`src/rtl/sll_pkg.sv`:
```
// ============================================================================
// Module      : sll_pkg
// Description : Shared state encoding and widths for the iterative SLL unit.
// Revision    : 1.0 - initial release
// ============================================================================
`default_nettype none

package sll_pkg;

    localparam int STAGE_W = 3;
    localparam int SHAMT_W = 5;

    typedef enum logic [1:0] {
        IDLE  = 2'd0,
        SHIFT = 2'd1,
        DONE  = 2'd2
    } sll_state_t;

endpackage

`default_nettype wire

```
`src/rtl/sll_stage.sv`:
```
// ============================================================================
// Module      : sll_stage
// Description : Combinational single stage: shift left by 2^stage when enabled
//               and flag any shifted-out bit that differs from the sign.
// Revision    : 1.0 - initial release
// ============================================================================
`default_nettype none

module sll_stage
    import sll_pkg::*;
#(
    parameter int WIDTH = 32
) (
    input  logic [WIDTH-1:0]   i_value,
    input  logic [STAGE_W-1:0] i_stage,
    input  logic               i_enable,
    input  logic               i_sign,
    output logic [WIDTH-1:0]   o_value,
    output logic               o_overflow
);

    int w_shift;

    always_comb begin
        w_shift    = 32'(1) << i_stage;
        o_value    = i_value;
        o_overflow = 1'b0;
        if (i_enable) begin
            o_value = i_value << w_shift;
            // The top w_shift bits leave the word; each must equal the sign.
            for (int i = 0; i < WIDTH; i++) begin
                if (i >= WIDTH - w_shift) begin
                    o_overflow = o_overflow | (i_value[i] ^ i_sign);
                end
            end
        end
    end

endmodule

`default_nettype wire

```
`src/rtl/sll_iterative_unit.sv`:
```
// ============================================================================
// Module      : sll_iterative_unit
// Description : Multi-cycle shift-left-logical, one binary stage per clock,
//               start/ready handshake, signed-overflow flag.
//               Optional macro SLL_EARLY_EXIT_EN skips all-zero upper stages.
// Revision    : 1.0 - initial release
// ============================================================================
`default_nettype none

module sll_iterative_unit
    import sll_pkg::*;
#(
    parameter int WIDTH  = 32,
    parameter int STAGES = 5
) (
    input  logic               clock,
    input  logic               reset,
    input  logic               ctrl_start,
    input  logic [WIDTH-1:0]   data_input,
    input  logic [SHAMT_W-1:0] ctrl_shiftamt,
    output logic [WIDTH-1:0]   data_result,
    output logic               data_resultRDY,
    output logic               data_exception,
    output logic               ctrl_busy
);

    sll_state_t          r_state;
    sll_state_t          w_next;
    logic [WIDTH-1:0]    r_work;
    logic [SHAMT_W-1:0]  r_amt;
    logic                r_sign;
    logic                r_sticky;
    logic [STAGE_W-1:0]  r_stage;
    logic [WIDTH-1:0]    r_result;
    logic                r_exception;

    logic [WIDTH-1:0]    w_stage_val;
    logic                w_stage_ovf;
    logic                w_last;
    logic                w_accept;

    sll_stage #(.WIDTH(WIDTH)) u_stage (
        .i_value    (r_work),
        .i_stage    (r_stage),
        .i_enable   (r_amt[r_stage]),
        .i_sign     (r_sign),
        .o_value    (w_stage_val),
        .o_overflow (w_stage_ovf)
    );

`ifdef SLL_EARLY_EXIT_EN
    // Finish as soon as no higher amount bit remains to be applied.
    assign w_last = (r_stage == STAGE_W'(STAGES - 1)) ||
                    ((r_amt >> (r_stage + STAGE_W'(1))) == '0);
`else
    assign w_last = (r_stage == STAGE_W'(STAGES - 1));
`endif

    assign w_accept = ctrl_start && ((r_state == IDLE) || (r_state == DONE));

    always_comb begin
        w_next = r_state;
        case (r_state)
            IDLE:    if (ctrl_start) w_next = SHIFT;
            SHIFT:   if (w_last)     w_next = DONE;
            DONE:    w_next = ctrl_start ? SHIFT : IDLE;
            default: w_next = IDLE;
        endcase
    end

    always_ff @(posedge clock) begin
        if (reset) begin
            r_state     <= IDLE;
            r_work      <= '0;
            r_amt       <= '0;
            r_sign      <= 1'b0;
            r_sticky    <= 1'b0;
            r_stage     <= '0;
            r_result    <= '0;
            r_exception <= 1'b0;
        end else begin
            r_state <= w_next;
            if (w_accept) begin
                r_work   <= data_input;
                r_amt    <= ctrl_shiftamt;
                r_sign   <= data_input[WIDTH-1];
                r_sticky <= 1'b0;
                r_stage  <= '0;
            end else if (r_state == SHIFT) begin
                r_work   <= w_stage_val;
                r_sticky <= r_sticky | w_stage_ovf;
                r_stage  <= r_stage + STAGE_W'(1);
                if (w_last) begin
                    r_result    <= w_stage_val;
                    r_exception <= r_sticky | w_stage_ovf |
                                   (w_stage_val[WIDTH-1] ^ r_sign);
                end
            end
        end
    end

    assign data_result    = r_result;
    assign data_exception = r_exception;
    assign data_resultRDY = (r_state == DONE);
    assign ctrl_busy      = (r_state == SHIFT);

endmodule

`default_nettype wire

```
`config.mk`:
```
export PLATFORM = sky130hd
export DESIGN_NAME = sll_iterative_unit
export DESIGN_NICKNAME = d
export VERILOG_FILES = /design/src/rtl/sll_pkg.sv /design/src/rtl/sll_stage.sv /design/src/rtl/sll_iterative_unit.sv
export SDC_FILE = /design/constraint.sdc
export NUM_CORES = 1
export LEC_CHECK = 0
export BUFFER_PORTS_ARGS = -buffer_cell sky130_fd_sc_hd__buf_2
export CAP_MARGIN = 30
export CORE_ASPECT_RATIO = 0.6
export CORE_MARGIN = 2
export CORE_UTILIZATION = 35
export CTS_BUF_LIST = sky130_fd_sc_hd__clkbuf_4
export CTS_CLUSTER_DIAMETER = 40
export DETAILED_ROUTE_END_ITERATION = 7
export HOLD_SLACK_MARGIN = 0.02
export SETUP_SLACK_MARGIN = 0.4
export SKIP_CTS_REPAIR_TIMING = 1
export SKIP_LAST_GASP = 1
export SLEW_MARGIN = 20
export SYNTH_ARGS = -nofsm -noshare
export SYNTH_HDL_FRONTEND = slang
export SYNTH_HIERARCHICAL = 1
export SYNTH_SLANG_ARGS = --single-unit
```
`constraint.sdc`:
```
create_clock -name clock -period 7.1 [get_ports clock]
set_clock_uncertainty 0.2 [all_clocks]
set_input_delay 0.71 -clock clock [delete_from_list [all_inputs] [get_ports clock]]
set_output_delay 0.71 -clock clock [all_outputs]
set_load 0.02 [all_outputs]
```
* Word-level counts from Yosys, hierarchy flattened
Index checks and enable logic that the tools add are counted.
Operators by class: shift-type cells 2, order comparisons 33, mux-type cells 73, reduce and logical (&&, ||, !) cells 7, add/subtract/negate cells 2, equality and inequality tests 5, bitwise operators 67
Operator list (count):
- 6-bit by 32-bit >= comparator with 1-bit output, first input constant | 16
- 5-bit by 32-bit >= comparator with 1-bit output, first input constant | 8
- 4-bit by 32-bit >= comparator with 1-bit output, first input constant | 4
- 32-bit two-way mux | 3
- 1-bit two-way mux | 66
- 3-bit by 32-bit >= comparator with 1-bit output, first input constant | 2
- 1-bit OR | 33
- 1-bit XOR | 33
- 1-bit by 32-bit >= comparator with 1-bit output, first input constant | 1
- 2-bit by 32-bit >= comparator with 1-bit output, first input constant | 1
- 1-bit by 3-bit left shift with 32-bit output, first input constant | 1
- 32-bit by 32-bit left shift with 32-bit output | 1
- 7-bit by 32-bit subtractor with 32-bit output, first input constant | 1
- 2-bit one-hot mux with 3 select lines | 1
- 3-bit by 4-bit < comparator with 1-bit output, second input constant | 1
- 2-bit two-way mux | 2
- 3-bit by 1-bit adder with 3-bit output, second input constant | 1
- 1-bit binary-select mux with 3-bit select | 1
- 3-bit equality test, second input constant | 1
- 3-bit AND reduction | 1
- 2-bit by 1-bit equality test with 1-bit output, second input constant | 1
- 2-bit equality test, second input constant | 1
- 2-bit logical NOT | 1
- 2-bit by 1-bit inequality test with 1-bit output, second input constant | 1
- other kinds (7) | 7
Storage, ports and cells: word-level logic and storage cells 197, register bits after elaboration 77, output and inout bits 35, input bits 40

* Logic depth before layout (Yosys ltp)
word-level depth 100, mapped depth 13

* Hierarchy
The synthesis kept the hierarchy.
Modules (own cells, without submodules):
- sll_iterative_unit | cells an instance 290, times used 1, area an instance 2859.0 um^2
- sll_stage | cells an instance 250, times used 1, area an instance 1833.0 um^2

* Worst setup path before layout
No wires, ideal clock.
kind register -> register, from register r_stage[1], to register r_exception (netlist: data_exception), period minus slack after synthesis 2.769 ns, library setup time 0.131 ns, arrival time 2.438 ns, stages on the path, launching flop included 14, setup slack 4.331 ns, buffers on the path 2, cell sequence dfxtp_1 > buf_6 > buf_8 > nor2b_1 > and2b_1 > inv_1 > ha_1 > nand2b_1 > a22oi_1 > nor2_1 > nor3_1 > a31oi_1 > nor4_1 > nor3_1
Between the ends: longest elaborated chain between the ends 100, elaborated cells on any way between the ends 138, classes of those cells add/sub: 1; order compare: 32; eq/ne: 1; shift: 2; mux: 67; bitwise: 34; reduce/logical: 1
RTL lines:
- from (decl) | line sll_iterative_unit.sv:33 | logic [STAGE_W-1:0] r_stage;
- from (signal assigned) | line sll_iterative_unit.sv:92 | r_stage <= r_stage + STAGE_W'(1);
- 1-bit by 3-bit left shift with 32-bit output | line sll_stage.sv:25 | w_shift = 32'(1) << i_stage;
- 7-bit by 32-bit subtractor with 32-bit output | line sll_stage.sv:32 | if (i >= WIDTH - w_shift) begin
- 1-bit by 32-bit >= comparator with 1-bit output | line sll_stage.sv:32
- 1-bit two-way mux | line sll_stage.sv:32
- 1-bit two-way mux | line sll_stage.sv:28 | if (i_enable) begin
- 1-bit OR | line sll_stage.sv:33 | o_overflow = o_overflow | (i_value[i] ^ i_sign);
- 1-bit two-way mux | line sll_stage.sv:32
- 1-bit two-way mux | line sll_stage.sv:28
- [... 84 more ...]
- 1-bit OR | line sll_stage.sv:33
- 1-bit two-way mux | line sll_stage.sv:32
- 1-bit two-way mux | line sll_stage.sv:28
- 1-bit OR | line sll_stage.sv:33
- 1-bit two-way mux | line sll_stage.sv:32
- 1-bit two-way mux (*) | line sll_stage.sv:28
- via w_stage_ovf | line sll_iterative_unit.sv:38 | logic w_stage_ovf;
- 1-bit OR (*) (2 in a row) | line sll_iterative_unit.sv:95 | r_exception <= r_sticky | w_stage_ovf |
- to (signal assigned) | line sll_iterative_unit.sv:95
- to (decl) | line sll_iterative_unit.sv:35 | logic r_exception;
Mark *: on every way through the listed nets, which the timed path passes. The rest lies on a longest branch. The select of a mux whose other input is x is not followed. A chain may end at the register's enable or synchronous reset.

* Worst setup path after layout
from register r_stage[1], to register r_work[5]
Between the ends: longest elaborated chain between the ends 5, elaborated cells on any way between the ends 7, classes of those cells shift: 2; mux: 5
RTL lines:
- 1-bit by 3-bit left shift with 32-bit output / 1-bit binary-select mux with 3-bit select (equally long branches) | line sll_stage.sv:25, sll_iterative_unit.sv:45
- 32-bit by 32-bit left shift with 32-bit output / 1-bit two-way mux (equally long branches) | line sll_stage.sv:29, sll_iterative_unit.sv:45
- 32-bit two-way mux (*) | line sll_stage.sv:28
- via w_stage_val[5] | line sll_iterative_unit.sv:37 | logic [WIDTH-1:0] w_stage_val;
- 32-bit two-way mux (*) | line sll_iterative_unit.sv:89 | end else if (r_state == SHIFT) begin
- 32-bit two-way mux (*) | line sll_iterative_unit.sv:83 | if (w_accept) begin
- to (signal assigned) | line sll_iterative_unit.sv:84 | r_work <= data_input;
- to (signal assigned) | line sll_iterative_unit.sv:90 | r_work <= w_stage_val;
- to (decl) | line sll_iterative_unit.sv:29 | logic [WIDTH-1:0] r_work;
Marks and branches as above.

==> impl_metrics.prom <==
# TYPE chip_impl_metric gauge
chip_impl_metric{name="netSwitchingPower",unit="uW"} 310
chip_impl_metric{name="place.port_buffers",unit=""} 74
chip_impl_metric{name="setup_viol_count_final",unit=""} 0
chip_impl_metric{name="postSynth.asyncResetShare",unit="%"} 0
chip_impl_metric{name="wirelength",unit="um"} 14300
chip_impl_metric{name="design.core.area",unit="um2"} 13000
chip_impl_metric{name="critical_path_required",unit="ns"} 7.26
chip_impl_metric{name="post-route-min-period",unit="ns"} 3.40
chip_impl_info{name="end_kind",value="flip-flop"} 1
chip_impl_metric{name="yosysSeqAreaShare",unit="%"} 32.9
chip_impl_metric{name="power.density_cell_area",unit="nW/um2"} 190
chip_impl_info{name="worst_setup_path_startpoint",value="r_stage[1]$_SDFFE_PP0N_"} 1
chip_impl_info{name="crit_family",value="buffers and inverters"} 1
chip_impl_metric{name="remaining_drc_errors",unit=""} 0
chip_impl_info{name="rsz0062_at_grt",value="false"} 1
chip_impl_metric{name="detailed_place.area",unit="um2"} 5030
chip_impl_metric{name="ioPinCount",unit=""} 75
chip_impl_metric{name="floorplan.rows",unit=""} 32
chip_impl_metric{name="intPower",unit="uW"} 681
chip_impl_metric{name="synth.ff_latch_count",unit=""} 77
chip_impl_metric{name="timing.final.crit_share",unit="%"} 47.9
chip_impl_metric{name="fmaxAchievable",unit="MHz"} 294
chip_impl_metric{name="vdd_ir_drop_max",unit="mV"} 0.0875
chip_impl_info{name="outcome",value="complete, no violations"} 1
chip_impl_metric{name="dpl.hpwl",unit="um"} 9530
chip_impl_metric{name="worst-slew-pin-transition",unit="ns"} 0.866
chip_impl_info{name="synth_flop_cell",value="dfxtp_1"} 1
chip_impl_metric{name="globalRouteOverflowTotal",unit=""} 0
chip_impl_metric{name="swShare",unit="%"} 31.3
chip_impl_metric{name="final-hold-violation-count",unit=""} 0
chip_impl_metric{name="initial_core_util",unit="%"} 36.2
chip_impl_info{name="cts.root.buffer_cell",value="clkbuf_4"} 1
chip_impl_metric{name="critPathMaxFanout",unit=""} 49
chip_impl_info{name="rr_endpoint",value="r_work[5]$_SDFFE_PP0P_"} 1
chip_impl_metric{name="crit_path_max_incr_delay",unit="ns"} 0.45
chip_impl_info{name="timing.critical_path.cells",value="buf_4 -> mux2i_1 -> or3_1 -> o31ai_4 -> buf_4 -> inv_1 -> nor2_1 -> a22o_1 -> nand2_1 -> a311oi_1"} 1
chip_impl_metric{name="synthDistinctLibCells",unit=""} 52
chip_impl_metric{name="max-cap-violations",unit=""} 0
chip_impl_metric{name="synth-edff-count",unit=""} 0
chip_impl_metric{name="p_comb_share",unit="%"} 19.8
chip_impl_metric{name="number_of_global_route_vias_before_repair",unit=""} 4157
chip_impl_metric{name="timing_max_transition_violations_final",unit=""} 0
chip_impl_metric{name="vias",unit=""} 4467
chip_impl_metric{name="final_layout_size_suffix_gt1_share",unit="%"} 21.9
chip_impl_metric{name="cts_made_buffers",unit=""} 9
chip_impl_metric{name="antenna_violations_before_repair",unit=""} 0
chip_impl_metric{name="die_h",unit="um"} 93.7
chip_impl_metric{name="dr.pass1.iters",unit=""} 5
chip_impl_metric{name="clock_insertion_delay_worst_skew",unit="ns"} 0.44
chip_impl_metric{name="cp.buffers_inverters",unit=""} 3
chip_impl_info{name="cts_tree",value="done"} 1
chip_impl_metric{name="vias_per_cell",unit=""} 5.92
chip_impl_metric{name="track_usage",unit="%"} 20.1
chip_impl_metric{name="die_area",unit="um2"} 14400
chip_impl_metric{name="place.gp.congestion",unit=""} 0.915
chip_impl_info{name="hold_crit_class",value="reg -> reg"} 1
chip_impl_metric{name="synth.avg_cell_area",unit="um2"} 8.69
chip_impl_info{name="critPathKind",value="reg -> reg"} 1
chip_impl_metric{name="insertedDiodeCount",unit=""} 0
chip_impl_metric{name="routedWlPerCell",unit="um"} 18.9
chip_impl_metric{name="r2r_cells",unit=""} 10
chip_impl_metric{name="post_synth_inst_count",unit=""} 540
chip_impl_metric{name="slew_headroom",unit="%"} 42.3
chip_impl_metric{name="numClockSinks",unit=""} 77
chip_impl_info{name="timing.critical_path.from_type",value="flip-flop"} 1
chip_impl_metric{name="share_clk_of_total_power",unit="%"} 30.7
chip_impl_metric{name="grt_start_max_net_pins",unit=""} 52
chip_impl_metric{name="die_x",unit="um"} 153
chip_impl_metric{name="wire_length_of_the_first_global_routing_pass",unit="um"} 22900
chip_impl_metric{name="detail-route-antenna-nets",unit=""} 0
chip_impl_metric{name="first_iter_violations",unit=""} 440
chip_impl_info{name="termination_of_the_worst_setup_path",value="r_work[5]$_SDFFE_PP0P_"} 1
chip_impl_metric{name="cp_num_cells",unit=""} 10
chip_impl_metric{name="power.share.sequential",unit="%"} 49.6
chip_impl_metric{name="setup.reg_to_reg.worst_slack",unit="ns"} 3.70
chip_impl_info{name="cp_slowest_cell",value="buf_4"} 1
chip_impl_metric{name="synthToLayoutAreaGrowth",unit="%"} 11.2
chip_impl_metric{name="net_count_after_synthesis",unit=""} 583
chip_impl_info{name="cpMostUsedCell",value="buf_4"} 1
chip_impl_metric{name="netlist_area",unit="um2"} 4690
chip_impl_metric{name="finalNonFillerCells",unit=""} 755
chip_impl_metric{name="leakagePower",unit="nW"} 2.05
chip_impl_info{name="worst_r2r_startpoint",value="r_stage[1]$_SDFFE_PP0N_"} 1
chip_impl_metric{name="setup_total_negative_slack",unit="ns"} 0
chip_impl_metric{name="cts_buffer_depth",unit=""} 2
chip_impl_metric{name="arrival",unit="ns"} 3.56
chip_impl_metric{name="clock_tree.htree_level_count",unit=""} 3
chip_impl_metric{name="place_inst",unit=""} 737
chip_impl_metric{name="clkSlewWorstSetupHoldPaths",unit="ns"} 0.12
chip_impl_metric{name="fin_nets",unit=""} 623
chip_impl_metric{name="final_cell_area",unit="um2"} 5220
chip_impl_metric{name="synth_warnings",unit=""} 6
==> metrics by stage <==
stage | hold slack [ns] | util, % | setup WS [ns] | power [mW]
floorplan | 0.232 | - | 4.33 | 0.633
global placement | 0.250 | 38.7 | 3.82 | 0.685
detailed placement | 0.243 | 38.7 | 3.78 | 0.690
CTS | 0.261 | 40.0 | 3.72 | 0.992
global route | 0.273 | 40.2 | 3.47 | 1.04
finish | 0.256 | 40.2 | 3.70 | 0.991
==> how the worst min path moves through the flow <==
stage / startpoint / endpoint / slack (ns) / cells after the start
floorplan: r_amt[0]$_SDFFE_PP0P_ / r_amt[0]$_SDFFE_PP0P_ / 0.23 / 2
global placement: r_amt[0]$_SDFFE_PP0P_ / r_amt[0]$_SDFFE_PP0P_ / 0.25 / 2
detailed placement: r_amt[0]$_SDFFE_PP0P_ / r_amt[0]$_SDFFE_PP0P_ / 0.24 / 2
CTS: r_amt[0]$_SDFFE_PP0P_ / r_amt[0]$_SDFFE_PP0P_ / 0.26 / 2
global route: ctrl_shiftamt[4] / r_amt[4]$_SDFFE_PP0P_ / 0.27 / 3
finish: r_amt[0]$_SDFFE_PP0P_ / r_amt[0]$_SDFFE_PP0P_ / 0.26 / 2
==> cell usage after synthesis, drive strengths merged (2+ instances only) <==
master | instances | area, um2
mux4 | 18 | 435
nor2b | 22 | 145
nand2 | 35 | 131
a21o | 2 | 15.0
xor2 | 4 | 35.0
or3 | 2 | 12.5
o31ai | 3 | 22.5
mux2 | 5 | 56.3
a22oi | 29 | 218
a21oi | 61 | 305
nor4 | 5 | 31.3
a31oi | 13 | 81.3
nand3 | 32 | 160
nor3 | 14 | 75.1
nor2 | 33 | 124
o22ai | 7 | 43.8
nand2b | 6 | 37.5
mux2i | 13 | 130
nand3b | 4 | 30.0
buf | 28 | 198
clkbuf | 25 | 114
a311oi | 3 | 26.3
a22o | 31 | 273
o2bb2ai | 4 | 35.0
nand4 | 5 | 31.3
ha | 3 | 37.5
inv | 18 | 67.6
o21ai | 20 | 100
dfxtp | 77 | 1540
a211oi | 5 | 37.5
==> state kept, by name, summed over array words and instances, names as in the netlist <==
name	count
data_exception	1
data_result	32
r_amt	5
r_sign	1
r_stage	3
r_state	2
r_sticky	1
r_work	32
==> cell families (layout without fill, tap and decap cells) <==
logic type	count (synthesis)	after routing	share of synthesized area [%]
fa+ha+maj	3	3	0.800
compound gates	184	184	26.0
simple gates	163	163	17.8
mux	36	36	13.3
flops	77	77	32.9
buf+inv	72	117	8.35
xor+xnor	5	5	0.933
==> layer usage <==
metal / up-vias / GRT usage [%] / share of wire, %
met1: 2161 / 30.6 / 51
met5: - / 0 / 0
met2: 176 / 27.0 / 39
met3: 22 / 5.90 / 8.4
li1: 2108 / - / -
met4: 0 / 5.20 / 1.2
==> power by group through the flow <==
stage / logic (mW) / registers, mW / clock network [mW]
floorplan: 0.153 / 0.480 / 0
global placement: 0.186 / 0.498 / 0
detailed placement: 0.190 / 0.499 / 0
CTS: 0.191 / 0.490 / 0.311
global route: 0.216 / 0.494 / 0.328
finish: 0.196 / 0.491 / 0.304
==> placed cells by master, fill, tap and decap left out, types with 17 or more instances in the layout <==
cell     Yosys  final
nand2_1     35     35
nor2b_1     21     20
nor2_1      33     32
nand3_1     32     32
inv_1       17     17
dfxtp_1     77     76
a21oi_1     61     61
o21ai_0     20     20
buf_2       14     74
a22o_1      30     30
a22oi_1     29     29
==> worst min-delay path, cell delays in order, from the launching register on <==
cell	delay, ns
dfxtp_1	0.33
nand2_1	0.05
a21oi_1	0.05
==> cell type report <==
| cell class | instances | area, um2 |
|---|---|---|
| well taps | 170 | 213 |
| clock inverters | 5 | 75.1 |
| clock buffers | 11 | 82.6 |
| fillers | 1353 | 7750 |
| multi-input cells | 391 | 2780 |
| flip-flops and latches | 77 | 1540 |
| inverters | 18 | 67.6 |
| repair buffers | 83 | 458 |
No activity file was read; power rests on OpenSTA's default activity.
